### src/rtl/mskaes_sharing_pkg.sv
`default_nettype none
// ============================================================================
// Module   : mskaes_sharing_pkg
// Purpose  : Shared FSM state type and sizing/index helpers for input sharing.
// Revision : 1.0 - initial release
// ============================================================================
package mskaes_sharing_pkg;

    typedef enum logic [1:0] {
        ST_IDLE    = 2'd0,
        ST_COLLECT = 2'd1,
        ST_OUT     = 2'd2
    } state_t;

    // Random beats needed to mask plaintext and key; zero when unshared.
    function automatic int nb_beats(input int nd, input int rnd_w);
        if (nd <= 1) return 0;
        return (256 * (nd - 1) + rnd_w - 1) / rnd_w;
    endfunction

    function automatic int cnt_width(input int nb);
        if (nb <= 2) return 1;
        return $clog2(nb);
    endfunction

    // Mask-buffer position feeding share j (1..nd-1) of bit i.
    function automatic int share_idx(input int nd, input int i, input int j);
        return (nd - 1) * i + (j - 1);
    endfunction

endpackage
`default_nettype wire

### src/rtl/mskaes_rnd_collector.sv
`default_nettype none
// ============================================================================
// Module   : mskaes_rnd_collector
// Purpose  : Shifts random beats into a mask buffer and counts them.
// Revision : 1.0 - initial release
// ============================================================================
module mskaes_rnd_collector
    import mskaes_sharing_pkg::*;
#(
    parameter int d     = 2,
    parameter int RND_W = 64
) (
    input  logic                      clk,
    input  logic                      rst,
    input  logic                      beat_en,
    input  logic [RND_W-1:0]          rnd_in,
    output logic                      beat_last,
    output logic [256*(d-1)-1:0]      mask_next
);

    localparam int NB     = nb_beats(d, RND_W);
    localparam int BUF_W  = NB * RND_W;
    localparam int MASK_W = 256 * (d - 1);
    localparam int CW     = cnt_width(NB);

    logic [BUF_W-1:0] r_buf;
    logic [BUF_W-1:0] w_buf_shift;
    logic [CW-1:0]    r_cnt;

    // New beats enter at the top so the first beat ends up in the lowest bits.
    generate
        if (NB == 1) begin : g_single
            assign w_buf_shift = rnd_in;
        end else begin : g_shift
            assign w_buf_shift = {rnd_in, r_buf[BUF_W-1:RND_W]};
        end
    endgenerate

    assign beat_last = beat_en && (r_cnt == CW'(NB - 1));
    assign mask_next = w_buf_shift[MASK_W-1:0];

    always_ff @(posedge clk) begin
        if (rst) begin
            r_buf <= '0;
            r_cnt <= '0;
        end else if (beat_en) begin
            if (beat_last) begin
                r_buf <= '0;
                r_cnt <= '0;
            end else begin
                r_buf <= w_buf_shift;
                r_cnt <= r_cnt + 1'b1;
            end
        end
    end

endmodule
`default_nettype wire

### src/rtl/mskaes_input_sharer.sv
`default_nettype none
// ============================================================================
// Module   : mskaes_input_sharer
// Purpose  : Splits unmasked plaintext/key into d Boolean shares.
// Revision : 1.0 - initial release
// ============================================================================
module mskaes_input_sharer
    import mskaes_sharing_pkg::*;
#(
    parameter int d     = 2,
    parameter int RND_W = 64
) (
    input  logic                 clk,
    input  logic                 rst,
    input  logic                 in_valid,
    output logic                 in_ready,
    input  logic [127:0]         plaintext,
    input  logic [127:0]         key,
    input  logic [RND_W-1:0]     rnd_in,
    input  logic                 rnd_valid,
    output logic                 rnd_ready,
    output logic [128*d-1:0]     sh_plaintext,
    output logic [128*d-1:0]     sh_key,
    output logic                 out_valid,
    input  logic                 out_ready
);

    localparam int NB     = nb_beats(d, RND_W);
    localparam int MASK_W = (d > 1) ? 256 * (d - 1) : 1;
    localparam int PT_MW  = 128 * (d - 1);

    state_t             r_state;
    state_t             w_state_next;
    logic [127:0]       r_pt;
    logic [127:0]       r_key;
    logic [127:0]       w_src_pt;
    logic [127:0]       w_src_key;
    logic [128*d-1:0]   r_sh_pt;
    logic [128*d-1:0]   r_sh_key;
    logic [128*d-1:0]   w_sh_pt;
    logic [128*d-1:0]   w_sh_key;
    logic [MASK_W-1:0]  w_mask;
    logic               w_accept;
    logic               w_beat_en;
    logic               w_beat_last;
    logic               w_acc_pt;
    logic               w_acc_key;

    assign in_ready     = (r_state == ST_IDLE)    && !rst;
    assign rnd_ready    = (r_state == ST_COLLECT) && !rst;
    assign out_valid    = (r_state == ST_OUT)     && !rst;
    assign sh_plaintext = r_sh_pt;
    assign sh_key       = r_sh_key;
    assign w_accept     = in_valid && in_ready;
    assign w_beat_en    = rnd_valid && rnd_ready;

    generate
        if (NB > 0) begin : g_collect
            mskaes_rnd_collector #(
                .d     (d),
                .RND_W (RND_W)
            ) u_collector (
                .clk       (clk),
                .rst       (rst),
                .beat_en   (w_beat_en),
                .rnd_in    (rnd_in),
                .beat_last (w_beat_last),
                .mask_next (w_mask)
            );
            assign w_src_pt  = r_pt;
            assign w_src_key = r_key;
        end else begin : g_direct
            // Unshared: data passes straight to the share registers on accept.
            assign w_mask      = '0;
            assign w_beat_last = 1'b0;
            assign w_src_pt    = plaintext;
            assign w_src_key   = key;
        end
    endgenerate

    always_comb begin
        w_sh_pt   = '0;
        w_sh_key  = '0;
        w_acc_pt  = 1'b0;
        w_acc_key = 1'b0;
        for (int i = 0; i < 128; i++) begin
            w_acc_pt  = w_src_pt[i];
            w_acc_key = w_src_key[i];
            for (int j = 1; j < d; j++) begin
                w_sh_pt[d*i+j]  = w_mask[share_idx(d, i, j)];
                w_sh_key[d*i+j] = w_mask[PT_MW + share_idx(d, i, j)];
                w_acc_pt        = w_acc_pt  ^ w_mask[share_idx(d, i, j)];
                w_acc_key       = w_acc_key ^ w_mask[PT_MW + share_idx(d, i, j)];
            end
            w_sh_pt[d*i]  = w_acc_pt;
            w_sh_key[d*i] = w_acc_key;
        end
    end

    always_comb begin
        w_state_next = r_state;
        case (r_state)
            ST_IDLE:    if (w_accept)    w_state_next = (NB == 0) ? ST_OUT : ST_COLLECT;
            ST_COLLECT: if (w_beat_last) w_state_next = ST_OUT;
            ST_OUT:     if (out_ready)   w_state_next = ST_IDLE;
            default:                     w_state_next = ST_IDLE;
        endcase
    end

    always_ff @(posedge clk) begin
        if (rst) r_state <= ST_IDLE;
        else     r_state <= w_state_next;
    end

    // Unmasked copies live only between accept and the last beat.
    always_ff @(posedge clk) begin
        if (rst) begin
            r_pt     <= '0;
            r_key    <= '0;
            r_sh_pt  <= '0;
            r_sh_key <= '0;
        end else begin
            case (r_state)
                ST_IDLE: begin
                    if (w_accept) begin
                        if (NB == 0) begin
                            r_sh_pt  <= w_sh_pt;
                            r_sh_key <= w_sh_key;
                        end else begin
                            r_pt  <= plaintext;
                            r_key <= key;
                        end
                    end
                end
                ST_COLLECT: begin
                    if (w_beat_last) begin
                        r_sh_pt  <= w_sh_pt;
                        r_sh_key <= w_sh_key;
                        r_pt     <= '0;
                        r_key    <= '0;
                    end
                end
                ST_OUT: begin
                    if (out_ready) begin
                        r_sh_pt  <= '0;
                        r_sh_key <= '0;
                    end
                end
                default: ;
            endcase
        end
    end

endmodule
`default_nettype wire
### config.mk
export PLATFORM = sky130hd
export DESIGN_NAME = mskaes_input_sharer
export DESIGN_NICKNAME = d
export VERILOG_FILES = /design/src/rtl/mskaes_sharing_pkg.sv /design/src/rtl/mskaes_rnd_collector.sv /design/src/rtl/mskaes_input_sharer.sv
export SDC_FILE = /design/constraint.sdc
export NUM_CORES = 2
export LEC_CHECK = 0
export CAP_MARGIN = 20
export CORE_ASPECT_RATIO = 0.8
export CORE_MARGIN = 4
export CORE_UTILIZATION = 37
export CTS_BUF_LIST = sky130_fd_sc_hd__clkbuf_8
export DETAILED_ROUTE_END_ITERATION = 12
export GPL_TIMING_DRIVEN = 0
export PLACE_DENSITY_LB_ADDON = 0.2
export SLEW_MARGIN = 20
export SYNTH_ARGS = -nofsm -noshare
export SYNTH_HDL_FRONTEND = slang
export SYNTH_SLANG_ARGS = --single-unit
export TNS_END_PERCENT = 10
### constraint.sdc
create_clock -name clk -period 2 [get_ports clk]
set_input_delay 0.2 -clock clk [delete_from_list [all_inputs] [get_ports clk]]
set_output_delay 0.2 -clock clk [all_outputs]
set_load 0.05 [all_outputs]
# Yosys cells after proc, flatten, opt, wreduce, memory -nomap -nowiden

Index checks and enable logic that the tools add are counted.

$add $sub $neg: 1
Equal/unequal tests: 6
Multiplexer cells: 16
Bitwise gates (word level): 256
Reduce and logical (&&, ||, !) cells: 13

Operators with widths:

| operator              | count |
|---|---|
| $mux W256             | 4 |
| $pmux W256 S2         | 2 |
| $pmux W128 S2         | 2 |
| $mux W128             | 3 |
| $xor A1 B1 Y1         | 256 |
| $reduce_and A3 Y1     | 3 |
| $mux W2               | 4 |
| $logic_and A1 B1 Y1   | 6 |
| $pmux W2 S3           | 1 |
| $eq A2 B2 Y1 const B  | 2 |
| $ne A2 B2 Y1 const B  | 2 |
| $reduce_bool A2 Y1    | 2 |
| $add A2 B1 Y2 const B | 1 |
| $eq A2 B1 Y1 const B  | 1 |
| $logic_not A2 Y1      | 1 |
| $ne A2 B1 Y1 const B  | 1 |
| $logic_not A1 Y1      | 1 |

Register bits after elaboration: 1028

# Depth between registers and ports, before layout

Depth in word-level cells: 6
Mapped depth: 8
Depth with buffers taken out: 4

# Cells and area by module

From an unflattened synthesis, not the netlist that was laid out.

Cells, all modules: 3764
Area total of the unflattened synthesis: 37812.5 µm²

Modules (own cells, without submodules):

| module               | instances | cells each | area an instance (µm²) | sequential area each (µm²) |
|---|---|---|---|---|
| mskaes_input_sharer  | 1         | 2835       | 28333.4                | 15414.8 |
| mskaes_rnd_collector | 1         | 929        | 9479.1                 | 3883.7 |

# Least setup slack after synthesis

Ideal clock, no wire load.

Path type: register -> register
Start point: reg g_collect.u_collector.r_cnt[0]
End point: reg r_sh_pt[136] (netlist: sh_plaintext[136])
Arrival time: 1713 ps
Data required time: 1913 ps
Slack: 200 ps
Cell stages (with the launch flop): 8
Buffers on the path: 3
Period minus slack after synthesis: 1800 ps
Cell sequence: dfxtp_1 ha_1 nand2_1 clkbuf_1 clkbuf_1 buf_1 o2111ai_1 o31ai_1

Cells in the longest elaborated chain, start to end: 4

Ends and longest elaborated chain:

| what                               | line                       | text |
|---|---|---|
| start: declaration                 | mskaes_rnd_collector.sv:28 | `logic [CW-1:0] r_cnt;` |
| start signal: assignment           | mskaes_rnd_collector.sv:52 | `r_cnt <= r_cnt + 1'b1;` |
| $eq A2 B2 Y1                       | mskaes_rnd_collector.sv:39 | `assign beat_last = beat_en && (r_cnt == CW'(NB - 1));` |
| $logic_and A1 B1 Y1                | mskaes_rnd_collector.sv:39 |  |
| $ne A2 B1 Y1 (no source line)      | n/a                        |  |
| $reduce_and A3 Y1 (no source line) | n/a                        |  |
| end signal: assignment             | mskaes_input_sharer.sv:127 | `r_sh_pt <= w_sh_pt;` |
| end signal: assignment             | mskaes_input_sharer.sv:137 | `r_sh_pt <= w_sh_pt;` |
| end: declaration                   | mskaes_input_sharer.sv:38  | `logic [128*d-1:0] r_sh_pt;` |

Every way passes these cells.
A chain may end at the register's enable or synchronous reset.

# Worst setup path in the final report

Start point: in in_valid
End point: reg r_pt[84]

Cells in the longest elaborated chain, start to end: 3

Ends and longest elaborated chain:

| what                               | line                       | text |
|---|---|---|
| start: declaration                 | mskaes_input_sharer.sv:15  | `input logic in_valid,` |
| $logic_and A1 B1 Y1                | mskaes_input_sharer.sv:54  | `assign w_accept = in_valid && in_ready;` |
| $ne A2 B2 Y1 (no source line)      | n/a                        |  |
| $reduce_and A3 Y1 (no source line) | n/a                        |  |
| end signal: assignment             | mskaes_input_sharer.sv:130 | `r_pt <= plaintext;` |
| end: declaration                   | mskaes_input_sharer.sv:34  | `logic [127:0] r_pt;` |

Every way passes these cells.

==> metrics.txt <==
status=finished with violations; violated checks=negative setup slack; Final #Nets=between 4000 and 5000; core area=around 93000 sq um; crit share post-route=109.6%; maximum VDD drop=roughly 540 uV; Storage cell area=19310 sq um; Initial Util=a little under two fifths; antenna violations before repair=16; post-synthesis sequential area ratio=between 50% and 60%; non-filler cells, final=5769; most frequent CP cell=buf_2; Ports=840; Die ar.=~99000 sq um; final wirelength=approximately 160000 microns; drt initial violations=2209; level count of the clock H-tree=4; Setup WS pre-CTS=-1308 ps; TritonCTS clock tree=built; largest family of logic cells by synthesized area=compound AO/OA/AOI/OAI gates; CTS buffer count=between 150 and 200; CP delay by family, top=buffers and inverters; total clock sinks=964; Via density=5.542; layout cells sized above 1=roughly 14%; detailed-router iteration count before antenna repair=5; fin crit period=around 2200 ps; endpoints failing hold=0; total of warnings raised by yosys=0; unrepaired setup endpoints after global routing=true; multiplexer share of the synthesized area=0%; CP Class=input port to register; Post-Synthesis Cells=3173; Final ANT Viol Nets=0; Rows=100; Worst-path clk slew=around 60 ps; first-pass GRT wire length=222600 microns; IO buf count=between 800 and 900; Pins Over Slew Limit=0; worst-path cell chain=dlygate4sd3_1, clkdlybuf4s50_1, nand2b_1, nor3_2, buf_2, buf_2, a22o_1; mapped cell area=about 35000 sq um; Clock Skews=30.35 ps; switching share of power=26.00%; Seq cells post-synth=~960; pwr dens=between 700 and 800 nW/um^2; post-synthesis compound-gate area fraction=27.06%; Post-synth ARST share=0%; Logic pwr share=8.2%; hold_sp=key[7]; Clock power frac=42.3%; Area contributors post-synth=dfxtp_1, a22o_1, o2111ai_1, xnor2_1, o31ai_1; Yosys cell types=33; P_leak=20.29 nW; CP Capture Type=register; vias after detailed routing=31971; Crit path required time=approximately 2800 ps; xor/xnor cell area share of the yosys netlist=~6.4%; Mapped Nets=~3500; number of cells on the worst reg-to-reg path=6; GRT Overall Usage=about 31%; Layout area overhead=46.63%; WL/cell=roughly 28 microns; slowest stage cell on the critical path=dlygate4sd3_1; Synth Area in Adders=0.03592%; final setup margin=-192.1 ps; Final Hold Slack=60.43 ps; instance count on the critical path=7; Slew Limit Headroom=~22%; DIE HEIGHT=around 280 microns; CP peak stage delay=600 ps; top-count cell post-synth=dfxtp_1; Synth area leader=dfxtp_1; Internal=roughly 30 mW; Worst Max-Slew Pin Slew=~1200 ps; CP max FO=10; Syn Area/Cell=between 10 and 15 sq um; width of the chip=~350 microns; FMAX=roughly 0.46 GHz; P_sw=10.51 mW; Root Driver=clkbuf_8; ys flop type=dfxtp_1; Max Cap Violations=0; Hold Path Class=input port to register; post-synth top area share=~55%; Hold Crit Depth=2; CP startpoint kind=input port; largest net degree at the start of global routing=17; final global-route overflow total=0; arrival time worst endpoint=2940 ps; Final setup viols=322; Synth Area in Simple Gates=under 10%; Post-synth top cells=dfxtp_1, a22o_1, o31ai_1, o2111ai_1, xnor2_1; CP Buf/Inv Count=4; Sequential Power Share=between 40% and 50%; Max Root-Sink Buffers=3; Multi-input gate area=14540 sq um; worst reg2reg path startpoint=r_state[1]; Placed Cells=roughly 5200; DRC Markers=0; reg2reg end=r_pt[84]; RePlAce Congestion=0.8977; vias in the first global route=between 30000 and 40000; R2R setup slack=-180 ps; WHS Endpoint=r_key[7]; worst skew pair latency=830 ps; Layout fillers=8382; number of synthesized flops with an enable pin=0; dpl hpwl=120500 microns
cells by family after synthesis:
group	after synthesis
buffers and inverters	356
AOI/OAI and AO/OA	1191
and+or+nand+nor	405
xor gates and xnor gates	256
adders and majority gates	1
DFF	964
state kept, by name, summed over array words and instances, names as in the netlist:
register	count
sh_key	256
sh_plaintext	256
g_collect.u_collector.r_buf	192
r_key	128
r_pt	128
g_collect.u_collector.r_cnt	2
r_state	2
worst register-to-register path: cells and delay by family, from the launching register on:
| kind | cells | cell delay [ps] |
|---|---|---|
| flops | 1 | 320 |
| compound gates | 1 | 210 |
| simple gates | 1 | 500 |
| buf+inv | 4 | 1090 |
final cells by class:
class | instances | share of cell area [%]
clock buffer | 188 | 5.066
sequential | 964 | 37.80
buffer | 354 | 4.059
antenna | 5 | 0.02450
multi-input combinational | 1853 | 28.46
timing repair buffer | 1093 | 20.62
clock inverter | 87 | 0.9579
inverter | 1 | 0.007350
tap | 1224 | 2.999
cell usage in the layout (no fill, tap or decap), drive strengths merged:
master         count
nor2               3
xnor2            226
o2111ai          226
a32o               1
xor2              30
or3                1
nor4               1
nand3b           193
clkdlybuf4s50    324
clkbuf           430
a21oi             38
and4bb             1
ha                 1
dfxtp            964
clkinv            17
nand4bb            1
clkinvlp           5
o21ai            155
o31ai            227
nor2b              1
a31o               2
buf              173
a22o             541
o211a              1
nand3              1
dlygate4sd2      315
nand2            196
nor3               4
dlygate4sd3      234
inv               65
clkdlybuf4s15    159
bufinv             1
nand2b             3
diode              5
how the worst max path moves through the flow:
stage               slack, ps                end                            from
finish                   -190           r_pt[84]                        in_valid
global route             -230          rnd_ready                      r_state[1]
CTS                      -270          rnd_ready                      r_state[1]
detailed placement      -1310   sh_plaintext[41]                             rst
global placement        -1950        sh_key[250]                       rnd_valid
floorplan                 200  sh_plaintext[136]  g_collect.u_collector.r_cnt[0]
through the flow:
stage                     instance area (sq um)  util, %  TNS (ps)  total power [mW]
after global placement                    44760    48.02  -1108650             23.12
after global routing                      51070    54.78    -22630             41.69
after detailed placement                  44850    48.12   -891140             23.15
final                                     51070    54.79    -14340             40.43
after floorplan                           34830        -         0             21.54
after CTS                                 50160    53.81     -4325             40.53
power groups by stage:
stage / Sequential [mW] / Combinational, mW / Clock, mW
after global placement: 20.4 / 2.72 / 0
after floorplan: 20.2 / 1.29 / 0
after global routing: 20.0 / 3.50 / 18.2
final: 20.0 / 3.33 / 17.1
after CTS: 20.0 / 3.22 / 17.3
after detailed placement: 20.4 / 2.75 / 0
what timing repair did:
item / 4_1_cts / 5_1_grt
pin swaps: 2 / 11
endpoints found under the setup margin: 1461 / 786
hold buffers: 234 / 0
setup buffers: 7 / 5
gates resized for setup: 794 / 397
hold endpoints to repair: 234 / 0
gates cloned: 0 / 5
metal layers:
metal	share of wire, %	track usage (%)
met1	42	40.15
met2	46	49.66
met3	8.8	9.160
met4	3.2	11.02
met5	0.063	0
No activity file was read; power rests on OpenSTA's default activity.
